File: src/rtl/apb_pkg.sv
// Shared types and helpers for the APB requester.
package apb_pkg;

  typedef enum logic [1:0] {
    StIdle   = 2'b00,
    StSetup  = 2'b01,
    StAccess = 2'b10
  } apb_state_e;

  localparam logic [2:0] PROT_DEFAULT = 3'b000;

  function automatic int unsigned strb_width(input int unsigned data_w);
    return data_w / 8;
  endfunction

endpackage

File: src/rtl/apb_timeout_cnt.sv
// ACCESS-phase watchdog: counts enabled cycles and flags the cycle that reaches the limit.
module apb_timeout_cnt #(
  parameter int unsigned CNT_W = 8
) (
  input  logic             clk,
  input  logic             rstn,
  input  logic             clr,
  input  logic             en,
  input  logic [CNT_W-1:0] limit,
  output logic             expired
);

  logic [CNT_W-1:0] cnt_q, cnt_d;

  always_comb begin
    cnt_d = cnt_q;
    if (clr) begin
      cnt_d = '0;
    end else if (en) begin
      cnt_d = cnt_q + CNT_W'(1);
    end
  end

  always_ff @(posedge clk or negedge rstn) begin
    if (!rstn) begin
      cnt_q <= '0;
    end else begin
      cnt_q <= cnt_d;
    end
  end

  // Fires on the enabled cycle that would bring the count up to the limit.
  assign expired = en && ((cnt_q + CNT_W'(1)) >= limit);

endmodule

File: src/rtl/apb_master.sv
// Single-outstanding APB4 requester: valid/ready command in, one-cycle response pulse out.
// Optional ACCESS-phase timeout is enabled by defining APB_MASTER_TIMEOUT_EN.
module apb_master
  import apb_pkg::*;
#(
  parameter int unsigned ADDR_W      = 12,
  parameter int unsigned DATA_W      = 32,
  parameter int unsigned TIMEOUT_CYC = 255
) (
  input  logic                          clk,
  input  logic                          rstn,
  input  logic                          cmd_valid,
  output logic                          cmd_ready,
  input  logic                          cmd_write,
  input  logic [ADDR_W-1:0]             cmd_addr,
  input  logic [DATA_W-1:0]             cmd_wdata,
  input  logic [strb_width(DATA_W)-1:0] cmd_strb,
  input  logic [2:0]                    cmd_prot,
  output logic                          rsp_valid,
  output logic [DATA_W-1:0]             rsp_rdata,
  output logic                          rsp_err,
  output logic [ADDR_W-1:0]             paddr,
  output logic                          pwrite,
  output logic [DATA_W-1:0]             pwdata,
  output logic [strb_width(DATA_W)-1:0] pstrb,
  output logic [2:0]                    pprot,
  output logic                          psel,
  output logic                          penable,
  input  logic [DATA_W-1:0]             prdata,
  input  logic                          pready,
  input  logic                          pslverr
);

  localparam int unsigned STRB_W = strb_width(DATA_W);

  apb_state_e        state_q, state_d;
  logic              cmd_ready_q, cmd_ready_d;
  logic              psel_q, psel_d;
  logic              penable_q, penable_d;
  logic [ADDR_W-1:0] paddr_q, paddr_d;
  logic              pwrite_q, pwrite_d;
  logic [DATA_W-1:0] pwdata_q, pwdata_d;
  logic [STRB_W-1:0] pstrb_q, pstrb_d;
  logic [2:0]        pprot_q, pprot_d;
  logic              rsp_valid_q, rsp_valid_d;
  logic [DATA_W-1:0] rsp_rdata_q, rsp_rdata_d;
  logic              rsp_err_q, rsp_err_d;
  logic              cnt_clr, cnt_en, expired;

  always_comb begin
    state_d     = state_q;
    paddr_d     = paddr_q;
    pwrite_d    = pwrite_q;
    pwdata_d    = pwdata_q;
    pstrb_d     = pstrb_q;
    pprot_d     = pprot_q;
    rsp_valid_d = 1'b0;
    rsp_rdata_d = rsp_rdata_q;
    rsp_err_d   = rsp_err_q;
    cnt_clr     = 1'b0;
    cnt_en      = 1'b0;

    unique case (state_q)
      StIdle: begin
        if (cmd_valid && cmd_ready_q) begin
          paddr_d  = cmd_addr;
          pwrite_d = cmd_write;
          pwdata_d = cmd_wdata;
          pstrb_d  = cmd_write ? cmd_strb : '0;
          pprot_d  = cmd_prot;
          cnt_clr  = 1'b1;
          state_d  = StSetup;
        end
      end
      StSetup: state_d = StAccess;
      StAccess: begin
        if (pready) begin
          rsp_valid_d = 1'b1;
          rsp_err_d   = pslverr;
          rsp_rdata_d = pwrite_q ? '0 : prdata;
          state_d     = StIdle;
        end else begin
          cnt_en = 1'b1;
          if (expired) begin
            rsp_valid_d = 1'b1;
            rsp_err_d   = 1'b1;
            rsp_rdata_d = '0;
            state_d     = StIdle;
          end
        end
      end
      default: state_d = StIdle;
    endcase

    // Phase outputs are registered copies of the next state.
    psel_d      = (state_d != StIdle);
    penable_d   = (state_d == StAccess);
    cmd_ready_d = (state_d == StIdle);
  end

  always_ff @(posedge clk or negedge rstn) begin
    if (!rstn) begin
      state_q     <= StIdle;
      cmd_ready_q <= 1'b0;
      psel_q      <= 1'b0;
      penable_q   <= 1'b0;
      paddr_q     <= '0;
      pwrite_q    <= 1'b0;
      pwdata_q    <= '0;
      pstrb_q     <= '0;
      pprot_q     <= PROT_DEFAULT;
      rsp_valid_q <= 1'b0;
      rsp_rdata_q <= '0;
      rsp_err_q   <= 1'b0;
    end else begin
      state_q     <= state_d;
      cmd_ready_q <= cmd_ready_d;
      psel_q      <= psel_d;
      penable_q   <= penable_d;
      paddr_q     <= paddr_d;
      pwrite_q    <= pwrite_d;
      pwdata_q    <= pwdata_d;
      pstrb_q     <= pstrb_d;
      pprot_q     <= pprot_d;
      rsp_valid_q <= rsp_valid_d;
      rsp_rdata_q <= rsp_rdata_d;
      rsp_err_q   <= rsp_err_d;
    end
  end

`ifdef APB_MASTER_TIMEOUT_EN
  localparam int unsigned CNT_W = $clog2(TIMEOUT_CYC + 1);

  apb_timeout_cnt #(
    .CNT_W(CNT_W)
  ) u_timeout_cnt (
    .clk     (clk),
    .rstn    (rstn),
    .clr     (cnt_clr),
    .en      (cnt_en),
    .limit   (CNT_W'(TIMEOUT_CYC)),
    .expired (expired)
  );
`else
  logic unused_timeout;
  assign unused_timeout = ^{cnt_clr, cnt_en, TIMEOUT_CYC};
  assign expired        = 1'b0;
`endif

  assign cmd_ready = cmd_ready_q;
  assign psel      = psel_q;
  assign penable   = penable_q;
  assign paddr     = paddr_q;
  assign pwrite    = pwrite_q;
  assign pwdata    = pwdata_q;
  assign pstrb     = pstrb_q;
  assign pprot     = pprot_q;
  assign rsp_valid = rsp_valid_q;
  assign rsp_rdata = rsp_rdata_q;
  assign rsp_err   = rsp_err_q;

endmodule

File: config.mk
export PLATFORM = sky130hd
export DESIGN_NAME = apb_master
export DESIGN_NICKNAME = d
export VERILOG_FILES = /design/src/rtl/apb_pkg.sv /design/src/rtl/apb_timeout_cnt.sv /design/src/rtl/apb_master.sv
export SDC_FILE = /design/constraint.sdc
export NUM_CORES = 1
export LEC_CHECK = 0
export CAP_MARGIN = 5
export CORE_AREA = 2 2 101 103
export DETAILED_ROUTE_END_ITERATION = 8
export DIE_AREA = 0 0 103 105
export PLACE_DENSITY = 0.78
export SYNTH_ARGS = -nofsm -noshare
export SYNTH_HDL_FRONTEND = slang
export SYNTH_SLANG_ARGS = --single-unit
File: constraint.sdc
create_clock -name clk -period 2.65 [get_ports clk]
set_input_delay 0.53 -clock clk [delete_from_list [all_inputs] [get_ports clk]]
set_output_delay 0.53 -clock clk [all_outputs]
set_load 0.05 [all_outputs]
### Yosys cells after proc, flatten, opt, wreduce, memory -nomap -nowiden

Index checks and enable logic that the tools add are counted.

* output and inout bits: 89
* input bits: 89
* bits in registers: 91
* logic and storage cells: 28

* mux-type cells: 7
* reductions and logical operators: 6
* equal/unequal tests: 3

Operator list (count)
* $mux W32: 1
* $pmux W2 S3: 1
* $eq A2 B2 Y1 const B: 2
* $logic_not A2 Y1: 2
* $mux W2: 2
* $mux W4: 1
* $reduce_and A2 Y1: 2
* $eq A2 B1 Y1 const B: 1
* $mux W1: 2
* $reduce_bool A2 Y1: 1
* $logic_and A1 B1 Y1: 1

### Depth between registers and ports, before layout

* depth in word-level cells: 4
* depth in mapped cells: 4
* depth with buffers taken out: 2

### Worst setup path after synthesis

Ideal clock, no wire load.

* kind: register -> register
* start point: register cmd_ready_q, in the netlist cmd_ready
* end point: register paddr_q[10], in the netlist paddr[10]
* data required time: 2525 ps
* buffers on the path: 2
* arrival: 1569 ps
* setup time: 125 ps
* setup slack: 956 ps
* cell stages (with the launch flop): 5
* period minus slack after synthesis: 1694 ps
* cells stage by stage: dfrtp_1 nor4bb_2 buf_6 buf_12 mux2_4

* longest elaborated chain between the ends: 2

RTL lines
* start: declaration: line apb_master.sv:37 `logic cmd_ready_q, cmd_ready_d;`
* start signal: assignment: line apb_master.sv:117 `cmd_ready_q <= cmd_ready_d;`
* $logic_and A1 B1 Y1: line apb_master.sv:65 `if (cmd_valid && cmd_ready_q) begin`
* $reduce_and A2 Y1 (no source line)
* end signal: assignment: line apb_master.sv:120 `paddr_q <= paddr_d;`
* end: declaration: line apb_master.sv:40 `logic [ADDR_W-1:0] paddr_q, paddr_d;`

No other way between the ends.
A chain may end at the register's enable or synchronous reset.

### Worst setup path in the final report

* start point: register pwdata_q[8], in the netlist pwdata[8]
* end point: output pwdata[8]

RTL lines
* start: declaration: line apb_master.sv:42 `logic [DATA_W-1:0] pwdata_q, pwdata_d;`
* start signal: assignment: line apb_master.sv:122 `pwdata_q <= pwdata_d;`
* end: declaration: line apb_master.sv:24 `output logic [DATA_W-1:0] pwdata,`

No word-level cell between the ends.

==> qor.yml <==
status:
  status: "finished, final reports clean"
cells_and_area:
  fill_cells: 785
  drive_gt1_frac: 0.262
  final_nets: 507
  final_common_cell: "clkdlybuf4s50_1"
  multi_input_comb_area_mm2: 0.00141
  layout_common_cells: "175 x clkdlybuf4s50_1, 91 x dfrtp_1, 43 x mux2_4"
  antenna_cells: 0
  seq_area_mm2: 0.00228
  post-route-util: 0.610
  area_growth_pct: 52.4
timing:
  period_needed_ns: 2.08
  finalHoldViolCount: 0
  rsz0062_at_grt: "no"
  post-route-period-util: 0.786
  setup_tns_ns: 0
  setup_viol: 0
  slew_headroom: 0.644
  drv_slew: 0
  worstMarginPinSlew_ns: 0.533
  fin_worst_skew_ns: 0.0129
  fmax_mhz: 480
worst_setup_path:
  start_kind: "register"
  slowest_stage: "clkdlybuf4s50_1"
  path_max_fanout: 2
  crit_chain: "clkdlybuf4s50_1"
  critPathTopFamily: "buffers and inverters"
  path_buf_inv: 1
  end_kind: "output port"
  worstPathRequired_ns: 2.12
  arrival_ns: 1.55
  slowest_delay_ns: 0.82
  path_class: "reg -> out"
clocking:
  cts_tree: "yes"
  cts.repair.resized: 0
  numCtsBuffers: 9
  cts_root_buffer: "clkbuf_8"
  clkSinkCount: 91
  clockBufferDepth: 2
  htreeDepth: 3
  path_clk_slew_ns: 0.10
  cts_setup_buffers: 0
  clock_latency_ns: 0.35
  cts_hold_buf: 0
routing:
  drc: 0
  drt_iter0_markers: 39
  post_drt_wl_per_cell_um: 15.6
  vias_per_cell: 4.50
  num_vias: 2501
  drtAntennaViolNets: 0
  dr.pass1.iters: 4
  drt-total-wl_um: 8690
synthesis:
  syn_inst: 237
  synth_top_area_cell: "dfrtp_1"
  synth_top_family_by_area: "multiplexers"
  synth_fa_ha_area_frac: 0
  synth_mux_area_frac: 0.289
  syn_area_mm2: 0.00386
  synth.distinct_cells: 18
  avgSynthCellArea_um2: 16.3
  syn_nets: 326
  synth-xor-area-share: 0
  ys_warn_count: 0
  yosys.area_share.simple: 0.0658
  ys_ff_latch: 91
  synth_compound_area_frac: 0.00908
  synth_area_leaders: "dfrtp_1 59%, mux2_4 17%, mux2_2 11%"
  yosysSeqAreaShare: 0.590
  synth_top_area_share: 0.590
grt:
  grt_usage: 0.160
  grt_max_degree: 43
  gr-total-overflow: 0
  grt_pass1_vias: 2658
  grt_pass1_wl_um: 13500
  grt_antenna_before_repair: 0
die:
  rows: 36
  design.die.area_mm2: 0.0108
  start_util: 0.400
  core_mm2: 0.00964
  fp.dieH_um: 105
  ios: 178
  chipWidth_um: 103
flow_run:
  cap_viol_max_count: 0
power_and_ir_drop:
  p_leak_nw: 2.55
  powerDensity_mw_per_mm2: 1430
  vdd_drop_max_uv: 710
placed_design:
  io_buffer_count: 177
  dp_hpwl_um: 6300
  place_congestion: 0.742
hold_path:
  hp-class: "in -> async"
cell usage after synthesis (all sizes together):
library cell	count
dfrtp	91
mux2	81
nor2b	32
buf	10
inv	4
mux2i	4
nand2	4
clkbuf	3
a21o	2
a211o	1
a211oi	1
and2b	1
and3b	1
nor2	1
nor4bb	1
flip-flops by register name (all words and copies together) (netlist names):
signal	count
penable	1
pprot	3
rsp_valid	1
psel	1
pstrb	4
rsp_rdata	32
pwdata	32
rsp_err	1
pwrite	1
cmd_ready	1
paddr	12
state_q	2
power by group:
group	internal (mW)	leakage (nW)	switching, mW
Sequential	2.03	1.11	0.350
Combinational	2.09	1.35	3.09
Clock	0.346	0.0902	0.501
Total	4.47	2.55	3.94
cell families (layout without fill, tap and decap cells):
logic type	after synthesis	in the layout
AO/OA/AOI/OAI	4	4
buffers and inverters	17	203
flip-flops	91	91
multiplexers	85	85
AND/OR/NAND/NOR	40	40
stage by stage:
step	worst slack (ns)	hold WS, ns	cell area (um^2)	cells	total power [mW]
floorplan	0.956	0.234	3860	237	5.99
global placement	0.403	0.488	5710	540	7.53
detailed placement	0.429	0.493	5710	540	7.62
CTS	0.535	0.146	5880	556	8.50
global route	0.505	0.168	5880	556	8.80
finish	0.568	0.135	5880	556	8.41
metal layers:
| metal | global-route usage | vias up | wire length [um] |
|---|---|---|---|
| met5 | 0 | - | 0 |
| met4 | 0.0658 | 0 | 170 |
| met3 | 0.0448 | 15 | 788 |
| met2 | 0.247 | 112 | 4130 |
| met1 | 0.210 | 1211 | 3600 |
| li1 | - | 1163 | - |
final timing paths:
kind / startpoint / endpoint / slack, ns / depth (start not counted)
min in group clk: rsp_err / rsp_err / 0.51 / 1
min: rstn / rsp_rdata[3] / 0.13 / 1
max reg2reg: state_q[1] / pwdata[29] / 1.00 / 3
min reg2reg: rsp_err / rsp_err / 0.51 / 1
max: pwdata[8] / pwdata[8] / 0.57 / 1
max in group asynchronous: rstn / rsp_rdata[14] / 1.70 / 2
final cells by class:
cell class,count,share of cell area
Timing Repair Buffer,183,0.312
Sequential cell,91,0.387
Multi-Input combinational cell,129,0.240
Clock inverter,7,0.00830
Tap cell,133,0.0283
Inverter,4,0.00255
Clock buffer,9,0.0211
Note: power is estimated with default switching activity, not from simulation.
